## config.mk

```make
export PLATFORM = sky130hd
export DESIGN_NAME = commit_trace_buffer
export DESIGN_NICKNAME = d
export VERILOG_FILES = /design/src/rtl/commit_trace_buffer.sv
export SDC_FILE = /design/constraint.sdc
export NUM_CORES = 1
export LEC_CHECK = 0
export CORE_MARGIN = 2
export CORE_UTILIZATION = 30
export CTS_CLUSTER_SIZE = 8
export DETAILED_ROUTE_END_ITERATION = 8
export PLACE_DENSITY = 0.48
export SLEW_MARGIN = 20
export SYNTH_ARGS = -nofsm -noshare
export SYNTH_HDL_FRONTEND = slang
export SYNTH_SLANG_ARGS = --single-unit
```

## constraint.sdc

```tcl
create_clock -name clk -period 9.9 [get_ports clk]
set_input_delay 1.98 -clock clk [delete_from_list [all_inputs] [get_ports clk]]
set_output_delay 1.98 -clock clk [all_outputs]
set_load 0.02 [all_outputs]
```

## src/rtl/commit_trace_buffer.sv

```systemverilog
// commit_trace_buffer: buffers committed-instruction trace entries and serialises them into 32-bit beats.
// COMMIT_TRACE_TIMESTAMP_EN adds a capture timestamp as a fourth beat.
module commit_trace_buffer #(
  parameter int p_depth = 8,
  parameter int p_cnt_bits = 16
) (
  input  logic                    clk,
  input  logic                    rst,
  input  logic                    trace_val,
  input  logic [31:0]             trace_pc,
  input  logic [4:0]              trace_waddr,
  input  logic [31:0]             trace_wdata,
  input  logic                    trace_wen,
  output logic [31:0]             out_msg,
  output logic                    out_last,
  output logic                    out_val,
  input  logic                    out_rdy,
  output logic [p_cnt_bits-1:0]   drop_count,
  output logic [$clog2(p_depth):0] occupancy
);
  localparam int AW = $clog2(p_depth);
  typedef enum logic [2:0] {S_IDLE, S_B0, S_B1, S_B2, S_B3} state_t;
`ifdef COMMIT_TRACE_TIMESTAMP_EN
  localparam state_t S_LAST = S_B3;
`else
  localparam state_t S_LAST = S_B2;
`endif
  state_t state_q, state_d;
  logic [AW:0] wptr_q, rptr_q;
  logic [p_cnt_bits-1:0] drop_q;
  logic [31:0] pc_m [p_depth];
  logic [31:0] wdata_m [p_depth];
  logic [4:0] waddr_m [p_depth];
  logic wen_m [p_depth];
  logic [AW-1:0] head;
  logic [31:0] ts_head;
  logic full, rel, push, drop, more;
  assign head = rptr_q[AW-1:0];
  assign full = (wptr_q[AW] != rptr_q[AW]) && (wptr_q[AW-1:0] == rptr_q[AW-1:0]);
  assign occupancy = wptr_q - rptr_q;
  assign drop_count = drop_q;
  assign out_val = state_q != S_IDLE;
  assign out_last = state_q == S_LAST;
  assign rel = out_val && out_rdy && out_last;
  // a last-beat handshake frees the head slot in time for a same-cycle capture
  assign push = trace_val && (!full || rel);
  assign drop = trace_val && !push;
  assign more = (occupancy != (AW+1)'(1)) || push;
`ifdef COMMIT_TRACE_TIMESTAMP_EN
  logic [31:0] ts_q;
  logic [31:0] ts_m [p_depth];
  always_ff @(posedge clk or posedge rst)
    if (rst) ts_q <= '0;
    else ts_q <= ts_q + 32'd1;
  always_ff @(posedge clk)
    if (push) ts_m[wptr_q[AW-1:0]] <= ts_q;
  assign ts_head = ts_m[head];
`else
  assign ts_head = '0;
`endif
  always_ff @(posedge clk)
    if (push) begin
      pc_m[wptr_q[AW-1:0]] <= trace_pc;
      wdata_m[wptr_q[AW-1:0]] <= trace_wdata;
      waddr_m[wptr_q[AW-1:0]] <= trace_waddr;
      wen_m[wptr_q[AW-1:0]] <= trace_wen;
    end
  always_ff @(posedge clk or posedge rst)
    if (rst) begin
      state_q <= S_IDLE;
      wptr_q <= '0;
      rptr_q <= '0;
      drop_q <= '0;
    end else begin
      state_q <= state_d;
      wptr_q <= wptr_q + (AW+1)'(push);
      rptr_q <= rptr_q + (AW+1)'(rel);
      if (drop && !(&drop_q)) drop_q <= drop_q + 1'b1;
    end
  always_comb begin
    state_d = state_q;
    if (state_q == S_IDLE) state_d = push ? S_B0 : S_IDLE;
    else if (out_rdy) state_d = out_last ? (more ? S_B0 : S_IDLE) : state_t'(state_q + 3'd1);
  end
  always_comb
    out_msg = state_q == S_B0 ? pc_m[head] :
              state_q == S_B1 ? {wen_m[head], 26'b0, waddr_m[head]} :
              state_q == S_B2 ? wdata_m[head] :
              state_q == S_B3 ? ts_head : 32'b0;
endmodule
```

==> results of run 1 <==
[worst max path at each step]
stage / startpoint / endpoint / slack, ns
after CTS: rptr_q[0] / out_msg[30] / 3.61
after detailed placement: rptr_q[0] / out_msg[30] / 4.30
final: rptr_q[0] / out_msg[30] / 3.85
after global routing: rptr_q[0] / out_msg[30] / 3.49
after global placement: rptr_q[0] / out_msg[30] / 4.28
after floorplan: out_rdy / pc_m[0][0] / 0.09
[per-stage QoR]
step                setup WS, ns  util (%)
floorplan                 0.0929         -
global placement            4.28      33.8
detailed placement          4.30      33.8
CTS                         3.61      36.9
global route                3.49      36.9
finish                      3.85      36.9
[state kept, by name, summed over array words and instances (netlist names)]
register    flops
drop_count     16
pc_m          256
rptr_q          4
state_q         3
waddr_m        40
wdata_m       256
wen_m           8
wptr_q          4
[cell usage in the layout, fill, tap and decap left out, drive strengths merged, types with 3 or more instances in the layout]
cell type / n
o21ai: 8
ha: 12
nor4: 3
nand2b: 5
xnor2: 9
mux4: 122
nand2: 47
nor3: 6
xor2: 11
buf: 26
clkdlybuf4s50: 127
edfxtp: 560
clkinv: 5
nand4: 6
clkbuf: 102
nand3: 24
o22ai: 26
inv: 10
dfrtp: 27
a21oi: 6
a221oi: 6
mux2i: 88
nor2: 16
a22oi: 6
[cell type report]
class / count / area [um2]
Timing Repair Buffer: 153 / 1480
Fill cell: 6809 / 47100
Clock inverter: 5 / 87.6
Sequential cell: 587 / 17500
Inverter: 11 / 42.5
Tap cell: 969 / 1210
Multi-Input combinational cell: 419 / 5030
Clock buffer: 102 / 2240
[power by group through the flow]
stage | Clock (mW) | Sequential [mW] | Combinational [mW]
global placement | 0 | 3.35 | 2.37
global route | 2.75 | 3.35 | 2.49
finish | 2.57 | 3.30 | 2.30
CTS | 2.66 | 3.32 | 2.37
floorplan | 0 | 3.29 | 1.56
detailed placement | 0 | 3.36 | 2.37
[routing by layer]
layer | vias to the layer above | routed length (um)
li1 | 4772 | -
met2 | 222 | 25300
met5 | - | 110
met1 | 5808 | 23700
met3 | 103 | 2720
met4 | 18 | 1180
[cell families (layout without fill, tap and decap cells)]
family,Yosys count,after routing
and+or+nand+nor,117,117
DFF,587,587
buffers and inverters,59,271
adders and majority gates,13,13
muxes,212,212
xor gates and xnor gates,20,20
AOI/OAI and AO/OA,57,57
==> impl_results.md, run 1 <==
* Status: completed
* Total Wirelength at 53,000 um
* Slowest stage delay, CP at 0.99 ns
* Syn avg cell area at 21.3 um2
* Crit path kind: reg2out
* Worst slew margin at 35.1%
* Top cells by area, synth: edfxtp_1 74%, mux4_2 12%, mux2i_1 3.9%
* Gp weighted congestion at 0.689
* R2r worst-path depth at 8
* First-pass iteration count of the detailed router at 7
* Input/output buffers at 127
* Synth Area in Compound Gates at 1.64%
* GR Util met3 at 3.74%
* Vias at 10,923
* Vias in the first global route at 11,887
* FF-to-FF setup slack at 5.32 ns
* Max Slew Vio Count at 0
* Post-synthesis adder-cell area fraction at 0.749%
* Total Power at 8.18 mW
* # DRC at 0
* Static Leak at 9.17 nW
* CP required at 7.92 ns
* Worst-path cell chain: buf_4, mux4_2, mux2i_1, o22ai_1, clkdlybuf4s50_1
* Per-cell routed wire length at 23.6 um
* Starting density of the core at 30.4%
* IO Count at 128
* Tmin final at 6.05 ns
* Yosys warnings at 0
* RSZ-0062 raised after global routing: no
* Layout cell share with drive strength beyond 1 at 20.7%
* Syn_nets at 1,152
* R2R Path End: pc_m[5][22]
* Hold_sp: wptr_q[3]
* Die extent in y at 279 um
* Worst-path maximum fanout at 42
* Data arrival time of the worst path at 4.07 ns
* Clock power frac at 31.5%
* Slowest CP cell: dfrtp_4
* Inserted Diodes at 0
* CTS Buffer Depth at 3
* Cell count after placement at 2,139
* Clk sinks at 587
* Synth Area in Simple Gates at 2.67%
* EDFF count, synth at 560
* Busiest layer in global routing: met2
* Switching power at 2.44 mW
* Post-Syn Area at 22,700 um2
* Main flop type after synthesis: edfxtp_1
* Met2 Use GR at 22.3%
* Placement Cell Area at 25,300 um2
* Layout Cells excl Fill at 2,246
* Worst r2r src: rptr_q[1]
* Initial antenna violation count at 9
* H-tree Lvls at 3
* Synth Instances at 1,065
* Reg clk slew, reported paths at 0.05 ns
* TritonCTS buffer count at 84
* Area Growth Syn to Fin at 21.4%
* Actual slew at the worst max-slew pin at 0.965 ns
* Hold path endpoint: wptr_q[3]
* Min-Delay Path Depth at 1
* Final period util at 61.1%
* Post-synthesis mux area share at 16.1%
* # Post-CTS Setup Buffers at 0
* Synth Area in XOR/XNOR at 0.771%
* Number of DRC markers in iteration 0 at 648
* Gate power share at 28.1%
* List of most frequent post-synthesis cells: 560 x edfxtp_1, 122 x mux4_2, 88 x mux2i_1
* Largest net degree at the start of global routing at 88
* Hpwl dp at 28,100 um
* Antenna viol nets, final at 0
* Design Area, Final at 27,600 um2
* Final Setup Violations at 0
* Top-area cell type share of the netlist area at 74.0%
* Chip Width at 279 um
* Post-synth top area cell: edfxtp_1
* Nature of the critical path startpoint: flip-flop
* Total track usage at 13.8%
* Pint at 5.74 mW
* Final Hold Vio Count at 0
* Hold crit path type: reg2reg
* Critical path buffers and inverters at 2
* Async SR Flop Fraction at 4.60%
* Final TNS setup at 0 ns
* Stages on the worst setup path at 5
* CTS tree: yes
* Row cnt at 100
* Switching Fraction at 29.8%
* Total Nets Final at 1,343
* Synthesized flop and latch total at 587
* Pwr/cell area at 296 nW/um2
* Clock Skews at 0.0229 ns
* Unique masters post-synth at 42
* Post-CTS sizing at 0
* Critical Path End Type: output port
* Post-synthesis sequential area ratio at 77.0%
* Die area at 78,000 um2
* Latest clock arrival within the worst-skew pair at 0.61 ns
* Sequential share of power at 40.4%
* GR Util met1 at 18.4%
* Largest family of logic cells by synthesized area: multiplexers
* Critical path's top delay family: buffers and inverters
* Worst VDD drop at 175 uV
* First-pass GRT wire length at 79,100 um
* CTS Hold Bufs at 0
* Fmax at 0.165 GHz
* CTS Root Cell: clkbuf_16
* Max_cap viols at 0
* Core area at 74,700 um2
* Hold WS at 0.497 ns
* Overflow after GRT at 0
* Most common cell in the netlist: edfxtp_1
* DR vias/cell at 4.86
No activity file was read; power rests on OpenSTA's default activity.
==> run 2, diff against run 1 <==
Settings changed: PLACE_DENSITY 0.48 to 0.49.
Clock period 9.9 ns to 5.5 ns, I/O delays scaled along.
==> impl_results.md, run 2 (same netlist as run 1, synthesis figures left out) <==
* Status: completed
* Worst-path maximum fanout at 31 (-26%)
* Starting density of the core at 30.4% (unchanged)
* H-tree Lvls at 3 (unchanged)
* Worst r2r src: rptr_q[1]
* Die area at 78,000 um2 (unchanged)
* Latest clock arrival within the worst-skew pair at 0.61 ns (about the same)
* Area Growth Syn to Fin at 21.7%
* Hold crit path type: reg2reg
* Worst slew margin at 40.8% (+5.7 points)
* Design Area, Final at 27,600 um2 (+0.19%)
* Worst-path cell chain: buf_12, mux4_2, mux2i_1, o22ai_1, clkdlybuf4s50_1
* Crit path kind: reg2out
* Data arrival time of the worst path at 3.46 ns (-0.61 ns)
* Cell count after placement at 2,138 (-0.047%)
* DR vias/cell at 4.87 (+0.15%)
* R2R Path End: wdata_m[4][16]
* Gp weighted congestion at 0.728 (+5.6%)
* Actual slew at the worst max-slew pin at 0.886 ns (-0.0787 ns)
* RSZ-0062 raised after global routing: no
* Clock Skews at 0.0229 ns (+0.00000920 ns)
* Most common cell after layout, fill and taps aside: edfxtp_1
* Most frequent cells in the layout: 560 x edfxtp_1, 127 x clkdlybuf4s50_1, 122 x mux4_2
* Worst VDD drop at 219 uV (+25%)
* Area taken by multi-input logic gates at 5040 um2 (+0.30%)
* Final Hold Vio Count at 0 (unchanged)
* Worst slack, placed at 1.48 ns (-2.82 ns)
* IO Count at 128 (unchanged)
* Total Nets Final at 1,341 (-0.15%)
* CTS tree: yes
* Total Wirelength at 52,600 um (-0.83%)
* Per-cell routed wire length at 23.5 um (-0.48%)
* Final WS setup at 0.936 ns (-2.92 ns)
* Reg clk slew, reported paths at 0.05 ns (about the same)
* Slowest CP cell: dfrtp_4
* Layout cell share with drive strength beyond 1 at 20.7% (+0.038 points)
* Slowest stage delay, CP at 0.83 ns (-0.16 ns)
* Antenna viol nets, final at 0 (unchanged)
* # fillers at 6,787 (-0.32%)
* CTS Root Cell: clkbuf_16
* Vias at 10,900 (-0.21%)
* Row cnt at 100 (unchanged)
* Nature of the critical path startpoint: flip-flop
* CTS Buffer Depth at 3 (unchanged)
* Static Leak at 9.16 nW (-0.17%)
* Die extent in y at 279 um (unchanged)
* First-pass GRT wire length at 77,600 um (-2.0%)
* Final core utilization at 37.0% (+0.069 points)
* CP required at 4.40 ns (-3.52 ns)
* Final period util at 83.0%
* Final TNS setup at 0 ns (unchanged)
* Sequential Area at 17,500 um2 (unchanged)
* First-pass iteration count of the detailed router at 5 (-2)
* Fmax at 0.219 GHz
* R2r worst-path depth at 9 (+1)
* TritonCTS buffer count at 83 (-1.2%)
* Pwr/cell area at 531 nW/um2 (+79%)
* Initial antenna violation count at 4 (-5)
* Critical Path End Type: output port
* Clk sinks at 587 (unchanged)
* CP startpoint: rptr_q[0]
* Vias in the first global route at 11,692 (-1.6%)
* Total track usage at 13.6% (-0.20 points)
* Largest net degree at the start of global routing at 71 (-19%)
* FF-to-FF setup slack at 2.00 ns (-3.32 ns)
* Number of DRC markers in iteration 0 at 794 (+23%)
* Hpwl dp at 28,200 um (+0.48%)
* Layout Cells excl Fill at 2,238 (-0.36%)
* Final Setup Violations at 0 (unchanged)
* Chip Width at 279 um (unchanged)
* Max Slew Vio Count at 0 (unchanged)
* # DRC at 0 (unchanged)
* Max_cap viols at 0 (unchanged)
* Critical path destination: out_msg[21]
* # Post-CTS Setup Buffers at 0 (unchanged)
* Input/output buffers at 127 (unchanged)
* CTS Hold Bufs at 0 (unchanged)
* Post-CTS sizing at 0 (unchanged)
* Overflow after GRT at 0 (unchanged)
* Tmin final at 4.56 ns
* Placement Cell Area at 25,400 um2 (+0.53%)
* Core area at 74,700 um2 (unchanged)
==> run 2: cell count changes in the layout (fill, tap and decap cells not counted), sizes merged <==
cell,delta
bufinv,-1
clkinv,-1
diode,+4
clkbuf,-13
buf,-1
inv,+4
==> run 2: worst min path at each step <==
stage          slack, ns        end  cells past startpoint  startpoint
2_1_floorplan       0.46  rptr_q[3]                      1   rptr_q[3]
6_report            0.50  wptr_q[3]                      1   wptr_q[3]
3_3_place_gp        0.49  wptr_q[3]                      1   wptr_q[3]
3_5_place_dp        0.49  wptr_q[3]                      1   wptr_q[3]
4_1_cts             0.50  wptr_q[3]                      1   wptr_q[3]
5_1_grt             0.51  wptr_q[3]                      1   wptr_q[3]
==> run 2: final cells by class <==
cell class	count	area share, %
flip-flops and latches	587	63.3
repair buffers	152	5.78
inverters	11	0.158
clock buffers	89	7.71
well taps	969	4.39
diodes	4	0.0362
multi-input cells	419	18.2
clock inverters	7	0.389
==> run 2: worst max-delay path: cells and delay by family, from the launching register on <==
kind | cells | cell delay, ns
mux | 2 | 0.90
buf+inv | 2 | 0.93
flops | 1 | 0.83
compound gates | 1 | 0.16
==> run 2: stage by stage <==
step	power [mW]	hold slack (ns)
after floorplan	8.71	0.465
after global placement	10.4	0.491
after detailed placement	10.4	0.488
after CTS	15.0	0.498
after global routing	15.4	0.509
final	14.7	0.503
==> run 2: routing by layer <==
metal / global-route usage [%] / wire length [um] / vias to the layer above
met5: 0 / 46 / -
met4: 3.52 / 991 / 8
met3: 3.25 / 2560 / 80
met2: 22.4 / 25500 / 253
met1: 18.1 / 23500 / 5781
li1: - / - / 4778
==> run 2: power breakdown <==
group	internal, mW	switching (mW)
Combinational	1.91	2.37
Sequential	5.62	0.289
Clock	2.72	1.76
